File: config.mk
export PLATFORM = sky130hd
export DESIGN_NAME = bus_dev_port_flat
export DESIGN_NICKNAME = d
export VERILOG_FILES = /design/src/rtl/bus_dev_port_if.sv /design/src/rtl/bus_dev_port.sv /design/src/flat_wrapper.sv
export SDC_FILE = /design/constraint.sdc
export NUM_CORES = 1
export LEC_CHECK = 0
export CAP_MARGIN = 20
export CORE_MARGIN = 1.5
export CORE_UTILIZATION = 30
export DETAILED_ROUTE_END_ITERATION = 10
export PLACE_DENSITY = 0.47
export SKIP_CTS_REPAIR_TIMING = 1
export SYNTH_ARGS = -nofsm -noshare
export SYNTH_HDL_FRONTEND = slang
export SYNTH_SLANG_ARGS = --single-unit
File: constraint.sdc
create_clock -name clk -period 3.7 [get_ports clk]
set_input_delay 0.74 -clock clk [delete_from_list [all_inputs] [get_ports clk]]
set_output_delay 0.74 -clock clk [all_outputs]
set_load 0.02 [all_outputs]
File: src/rtl/bus_dev_port_if.sv
// Host-side and bus-side handshake bundle for one device endpoint.
// The endpoint itself uses the slave modport. The host logic and the bus generator use master.
interface bus_dev_port_if #(
  parameter int pckg_sz = 16
) ();
  logic               host_wr;
  logic [pckg_sz-1:0] host_wdata;
  logic               host_full;
  logic               pndng;
  logic [pckg_sz-1:0] D_pop;
  logic               pop;
  logic               push;
  logic [pckg_sz-1:0] D_push;
  logic               rx_valid;
  logic [pckg_sz-1:0] rx_data;
  logic               rx_ready;

  modport slave (
    input  host_wr, host_wdata, pop, push, D_push, rx_ready,
    output host_full, pndng, D_pop, rx_valid, rx_data
  );

  modport master (
    output host_wr, host_wdata, pop, push, D_push, rx_ready,
    input  host_full, pndng, D_pop, rx_valid, rx_data
  );
endinterface

File: src/rtl/bus_dev_port.sv
// Per-device bus endpoint with show-ahead TX and RX FIFOs, an RX address filter
// and saturating debug event counters.
module bus_dev_port #(
  parameter int         pckg_sz   = 16,
  parameter int         depth     = 8,
  parameter logic [7:0] dev_id    = 8'd0,
  parameter logic [7:0] broadcast = 8'hFF
) (
  input  logic           clk,
  input  logic           reset,
  bus_dev_port_if.slave  bus,
  output logic [7:0]     tx_ovf_cnt,
  output logic [7:0]     rx_ovf_cnt,
  output logic [7:0]     rx_filt_cnt
);

  localparam int aw = $clog2(depth);
  localparam int cw = $clog2(depth + 1);
  localparam logic [aw-1:0] last_idx = aw'(depth - 1);
  localparam logic [cw-1:0] full_cnt = cw'(depth);

  logic [pckg_sz-1:0] tx_mem [depth];
  logic [aw-1:0]      tx_wr_ptr, tx_rd_ptr;
  logic [cw-1:0]      tx_count;

  logic [pckg_sz-1:0] rx_mem [depth];
  logic [aw-1:0]      rx_wr_ptr, rx_rd_ptr;
  logic [cw-1:0]      rx_count;

  logic tx_empty, tx_full, rx_empty, rx_full;
  logic tx_do_pop, tx_do_wr, tx_drop;
  logic rx_do_pop, rx_do_wr, rx_drop, rx_match, rx_reject;
  logic [7:0] dst;

  function automatic logic [aw-1:0] next_ptr(input logic [aw-1:0] p);
    return (p == last_idx) ? '0 : p + 1'b1;
  endfunction

  assign tx_empty = (tx_count == '0);
  assign tx_full  = (tx_count == full_cnt);
  assign rx_empty = (rx_count == '0);
  assign rx_full  = (rx_count == full_cnt);

  // A pop on a full FIFO frees the slot, so a simultaneous write is accepted.
  assign tx_do_pop = bus.pop & ~tx_empty;
  assign tx_do_wr  = bus.host_wr & (~tx_full | tx_do_pop);
  assign tx_drop   = bus.host_wr & ~tx_do_wr;

  assign dst       = bus.D_push[pckg_sz-1:pckg_sz-8];
  assign rx_match  = (dst == dev_id) || (dst == broadcast);
  assign rx_reject = bus.push & ~rx_match;
  assign rx_do_pop = bus.rx_ready & ~rx_empty;
  assign rx_do_wr  = bus.push & rx_match & (~rx_full | rx_do_pop);
  assign rx_drop   = bus.push & rx_match & ~rx_do_wr;

  // Outputs are gated by the occupancy count. Memory contents left over from
  // before a reset can therefore never appear on D_pop or rx_data.
  assign bus.pndng     = ~tx_empty;
  assign bus.host_full = tx_full;
  assign bus.D_pop     = tx_empty ? '0 : tx_mem[tx_rd_ptr];
  assign bus.rx_valid  = ~rx_empty;
  assign bus.rx_data   = rx_empty ? '0 : rx_mem[rx_rd_ptr];

  always_ff @(posedge clk) begin
    if (tx_do_wr) tx_mem[tx_wr_ptr] <= bus.host_wdata;
    if (rx_do_wr) rx_mem[rx_wr_ptr] <= bus.D_push;
  end

  always_ff @(posedge clk or negedge reset) begin
    if (!reset) begin
      tx_wr_ptr <= '0;
      tx_rd_ptr <= '0;
      tx_count  <= '0;
    end else begin
      if (tx_do_wr)  tx_wr_ptr <= next_ptr(tx_wr_ptr);
      if (tx_do_pop) tx_rd_ptr <= next_ptr(tx_rd_ptr);
      if (tx_do_wr && !tx_do_pop)      tx_count <= tx_count + 1'b1;
      else if (!tx_do_wr && tx_do_pop) tx_count <= tx_count - 1'b1;
    end
  end

  always_ff @(posedge clk or negedge reset) begin
    if (!reset) begin
      rx_wr_ptr <= '0;
      rx_rd_ptr <= '0;
      rx_count  <= '0;
    end else begin
      if (rx_do_wr)  rx_wr_ptr <= next_ptr(rx_wr_ptr);
      if (rx_do_pop) rx_rd_ptr <= next_ptr(rx_rd_ptr);
      if (rx_do_wr && !rx_do_pop)      rx_count <= rx_count + 1'b1;
      else if (!rx_do_wr && rx_do_pop) rx_count <= rx_count - 1'b1;
    end
  end

  always_ff @(posedge clk or negedge reset) begin
    if (!reset) begin
      tx_ovf_cnt  <= '0;
      rx_ovf_cnt  <= '0;
      rx_filt_cnt <= '0;
    end else begin
      if (tx_drop   && tx_ovf_cnt  != 8'hFF) tx_ovf_cnt  <= tx_ovf_cnt  + 8'd1;
      if (rx_drop   && rx_ovf_cnt  != 8'hFF) rx_ovf_cnt  <= rx_ovf_cnt  + 8'd1;
      if (rx_reject && rx_filt_cnt != 8'hFF) rx_filt_cnt <= rx_filt_cnt + 8'd1;
    end
  end

endmodule

File: src/flat_wrapper.sv
// flat-port wrapper written by rule: the top's interface ports become plain ports
module bus_dev_port_flat 
#(
  parameter int         pckg_sz   = 16,
  parameter int         depth     = 8,
  parameter logic [7:0] dev_id    = 8'd0,
  parameter logic [7:0] broadcast = 8'hFF
)
  (clk, reset, tx_ovf_cnt, rx_ovf_cnt, rx_filt_cnt, bus_host_wr, bus_host_wdata, bus_pop, bus_push, bus_D_push, bus_rx_ready, bus_host_full, bus_pndng, bus_D_pop, bus_rx_valid, bus_rx_data);
  bus_dev_port_if #(.pckg_sz(pckg_sz)) bus_i ();
  input  logic clk;
  input  logic reset;
  output logic [7:0] tx_ovf_cnt;
  output logic [7:0] rx_ovf_cnt;
  output logic [7:0] rx_filt_cnt;
  input wire logic [$bits(bus_i.host_wr)-1:0] bus_host_wr;
  input wire logic [$bits(bus_i.host_wdata)-1:0] bus_host_wdata;
  input wire logic [$bits(bus_i.pop)-1:0] bus_pop;
  input wire logic [$bits(bus_i.push)-1:0] bus_push;
  input wire logic [$bits(bus_i.D_push)-1:0] bus_D_push;
  input wire logic [$bits(bus_i.rx_ready)-1:0] bus_rx_ready;
  output wire logic [$bits(bus_i.host_full)-1:0] bus_host_full;
  output wire logic [$bits(bus_i.pndng)-1:0] bus_pndng;
  output wire logic [$bits(bus_i.D_pop)-1:0] bus_D_pop;
  output wire logic [$bits(bus_i.rx_valid)-1:0] bus_rx_valid;
  output wire logic [$bits(bus_i.rx_data)-1:0] bus_rx_data;
  assign bus_i.host_wr = bus_host_wr;
  assign bus_i.host_wdata = bus_host_wdata;
  assign bus_i.pop = bus_pop;
  assign bus_i.push = bus_push;
  assign bus_i.D_push = bus_D_push;
  assign bus_i.rx_ready = bus_rx_ready;
  assign bus_host_full = bus_i.host_full;
  assign bus_pndng = bus_i.pndng;
  assign bus_D_pop = bus_i.D_pop;
  assign bus_rx_valid = bus_i.rx_valid;
  assign bus_rx_data = bus_i.rx_data;
  bus_dev_port #(.pckg_sz(pckg_sz), .depth(depth), .dev_id(dev_id), .broadcast(broadcast)) u_core (.clk(clk), .reset(reset), .bus(bus_i), .tx_ovf_cnt(tx_ovf_cnt), .rx_ovf_cnt(rx_ovf_cnt), .rx_filt_cnt(rx_filt_cnt));
endmodule
==> summary.md <==
| Metric | Value |
|---|---|
| Fin Setup TNS | `0 ns` |
| Fin crit period | `3.48 ns` |
| Critical path class | `reg -> out` |
| Worst-Skew Late Latency | `0.54 ns` |
| Syn avg cell area | `19.1 µm²` |
| Commonest cells after routing, fill and taps aside | `256 x edfxtp_1, 95 x clkdlybuf4s50_1, 64 x mux4_2, 50 x nor2_1, 42 x dfrtp_1` |
| RSZ-0062 raised after global routing | `false` |
| Period utilisation layout | `between 90 and 100%` |
| Worst EP arrival | `roughly 2.7 ns` |
| Worst vdd ir | `around 0.52 mV` |
| DPL Wire Length | `between 15000 and 20000 µm` |
| Antenna Nets Post-Route | `0` |
| Buf+Inv Stages, Crit Path | `2` |
| Layout area overhead | `25.7%` |
| Mapped Area | `12200 µm²` |
| Detailed-route wire length | `26800 µm` |
| Core area | `39900 µm²` |
| # fillers | `3622` |
| Syn. warnings | `0` |
| Post-synthesis xor/xnor area fraction | `1.51%` |
| Via-to-Cell Ratio | `approximately 4.7` |
| Vias in the first global route | `6841` |
| TritonCTS clock tree | `done` |
| Cells along the critical path | `buf_4 -> mux4_2 -> mux2i_1 -> nor2_1 -> clkdlybuf4s50_1` |
| HP Class | `in -> async` |
| Maxcap violations | `0` |
| Pwr Density | `734 nW/µm²` |
| CTS Buffer Depth | `3` |
| Area of the multi-input gates | `3330 µm²` |
| Yosys cell types | `45` |
| CTS buffer count | `36` |
| Startpoint types | `register` |
| Leak | `5.33 nW` |
| Family with the most delay on the worst path | `buffers and inverters` |
| Clock Skew | `0.00984 ns` |
| CTS H-tree lvls | `2` |
| Routed length per instance | `roughly 20 µm` |
| Die Ht | `205 µm` |
| Syn nets | `695` |
| Largest family of logic cells by synthesized area | `multiplexers` |
| Worst path slowest cell | `dfrtp_4` |
| Global route total overflow | `0` |
| Final Hold Fails | `0` |
| Chip width | `around 200 µm` |
| Seq/Total Area, Yosys | `72.1%` |
| Area after DPL | `14200 µm²` |
| Crit path max fanout | `13` |
| Design area | `15300 µm²` |
| I/O pin count | `between 90 and 100` |
| Row count | `73` |
| Status | `complete, no violations` |
| Final Setup Violations | `0` |
| Highest clock rate | `287 MHz` |
| Post-synth EDFFs | `256` |
| Root Buffer | `clkbuf_16` |
| DRC | `0` |
| Largest net degree at the start of global routing | `between 40 and 50` |
| Final nets | `~850` |
| Slowest cell delay on critical path | `0.58 ns` |
| Adder and majority gate portion of the synthesized area | `2.07%` |
| Commonest register cell after synthesis | `edfxtp_1` |
| Clk sinks | `300` |
| Synth Register Bits | `300` |
| Worst EP required | `2.96 ns` |
| Final-report max-slew violation count | `0` |
| Antenna violations before repair | `2` |
| Port Buf Inserts | `96` |
| GRT Total Usage | `between 10% and 20%` |
| Commonest non-fill, non-tap cell in the layout | `edfxtp_1` |
| First-pass GRT wire length | `between 40000 and 50000 µm` |
| Share of post-route cells with drive strength above 1 | `23.8%` |
| Mux cell area share after synthesis | `15.9%` |
| Critical Path End Type | `output port` |
| Compound-gate portion of the synthesized area | `1.28%` |
| Simple-gate portion of the synthesized area | `5.86%` |
| Post-synth ARST share | `14.7%` |
| Drt first pass iters | `4` |
| Initial core utilization | `30.5%` |
| Iter 0 DRT Violations | `215` |
| Die ar. | `41800 µm²` |
| Slew headroom | `59.0%` |
| Actual slew at the worst max-slew pin | `0.613 ns` |
| Via Count | `6345` |
| Storage element area | `approximately 8800 µm²` |
| Post-synthesis instance total | `638` |
| Reg clk slew, reported paths | `0.05 ns` |
| Placer Congestion | `between 0.7 and 0.8` |
[cell usage after synthesis (4+ instances only)]
| master | instances | area, µm² |
|---|---|---|
| nand2_1 | 22 | 82.6 |
| inv_1 | 8 | 30.0 |
| nand4_1 | 10 | 62.6 |
| xnor2_1 | 13 | 114 |
| ha_1 | 17 | 213 |
| mux2i_1 | 34 | 340 |
| buf_2 | 9 | 45.0 |
| o21ai_0 | 7 | 35.0 |
| nor3_1 | 7 | 35.0 |
| mux4_2 | 64 | 1440 |
| mux2_2 | 14 | 158 |
| edfxtp_1 | 256 | 7690 |
| dfrtp_1 | 44 | 1100 |
| a21oi_1 | 4 | 20.0 |
| nand3_1 | 4 | 20.0 |
| xor2_1 | 8 | 70.1 |
| nor2_1 | 50 | 188 |
| clkbuf_1 | 12 | 45.0 |
| nand2b_1 | 6 | 37.5 |
| and3_1 | 10 | 62.6 |
[where the power goes]
part | internal [mW] | total, mW | switching [mW]
clock network | 1.81 | 3.16 | 1.35
registers | 4.03 | 4.35 | 0.320
logic | 1.88 | 3.73 | 1.85
[worst paths after layout]
| kind | start | end | slack, ns | cells after the start |
|---|---|---|---|---|
| max in group asynchronous | reset | u_core.tx_rd_ptr[0]$_DFFE_PN0P_ | 3.15 | 2 |
| worst max register to register | u_core.tx_count[0]$_DFFE_PN0P_ | u_core.tx_count[3]$_DFFE_PN0P_ | 0.69 | 11 |
| worst min register to register | u_core.rx_filt_cnt[5]$_DFFE_PN0P_ | u_core.rx_filt_cnt[5]$_DFFE_PN0P_ | 0.49 | 1 |
| worst max-delay path | u_core.tx_rd_ptr[0]$_DFFE_PN0P_ | bus_D_pop[11] | 0.22 | 5 |
| min in group clk | u_core.rx_filt_cnt[5]$_DFFE_PN0P_ | u_core.rx_filt_cnt[5]$_DFFE_PN0P_ | 0.49 | 1 |
| worst min-delay path | reset | u_core.tx_ovf_cnt[3]$_DFFE_PN0P_ | 0.06 | 1 |
[cell type report]
cell class | instances | area share, %
clock inverters | 20 | 0.817
inverters | 9 | 0.229
flip-flops and latches | 300 | 57.4
repair buffers | 139 | 9.33
clock buffers | 46 | 6.13
multi-input cells | 304 | 21.7
well taps | 525 | 4.29
diodes | 2 | 0.0327
[registers in the layout (all words and copies together) (netlist names), 4 cells and up]
| name | count |
|---|---|
| u_core.tx_count | 4 |
| u_core.tx_mem | 128 |
| u_core.rx_mem | 128 |
| u_core.rx_filt_cnt | 8 |
| u_core.rx_ovf_cnt | 8 |
| u_core.tx_ovf_cnt | 8 |
| u_core.rx_count | 4 |
[metal layers]
layer,GRT usage (%),vias up,share of wire (%)
met5,0,-,0
met4,4.70,0,2.4
met3,3.05,43,4.5
met2,23.1,128,52
met1,16.0,3309,42
li1,-,2865,-
[logic make-up after synthesis]
group                    Yosys count
flip-flops                       300
AND/OR/NAND/NOR                  131
buffers and inverters             34
adder cells (fa/ha/maj)           19
multiplexers                     112
XOR/XNOR                          21
AO/OA/AOI/OAI                     21
[metrics by stage]
| step | util (%) | hold WS (ns) | worst slack [ns] | power [mW] | std cells |
|---|---|---|---|---|---|
| 2_1_floorplan | - | 0.444 | 0.585 | 6.67 | 638 |
| 3_3_place_gp | 35.6 | 0.477 | 0.184 | 8.16 | 1276 |
| 3_5_place_dp | 35.6 | 0.484 | 0.144 | 8.24 | 1276 |
| 4_1_cts | 38.3 | 0.428 | 0.0181 | 11.5 | 1342 |
| 5_1_grt | 38.3 | 0.0484 | 0.0617 | 11.9 | 1343 |
| 6_report | 38.4 | 0.0572 | 0.216 | 11.2 | 1345 |
Power figures use the tool's default switching activity.
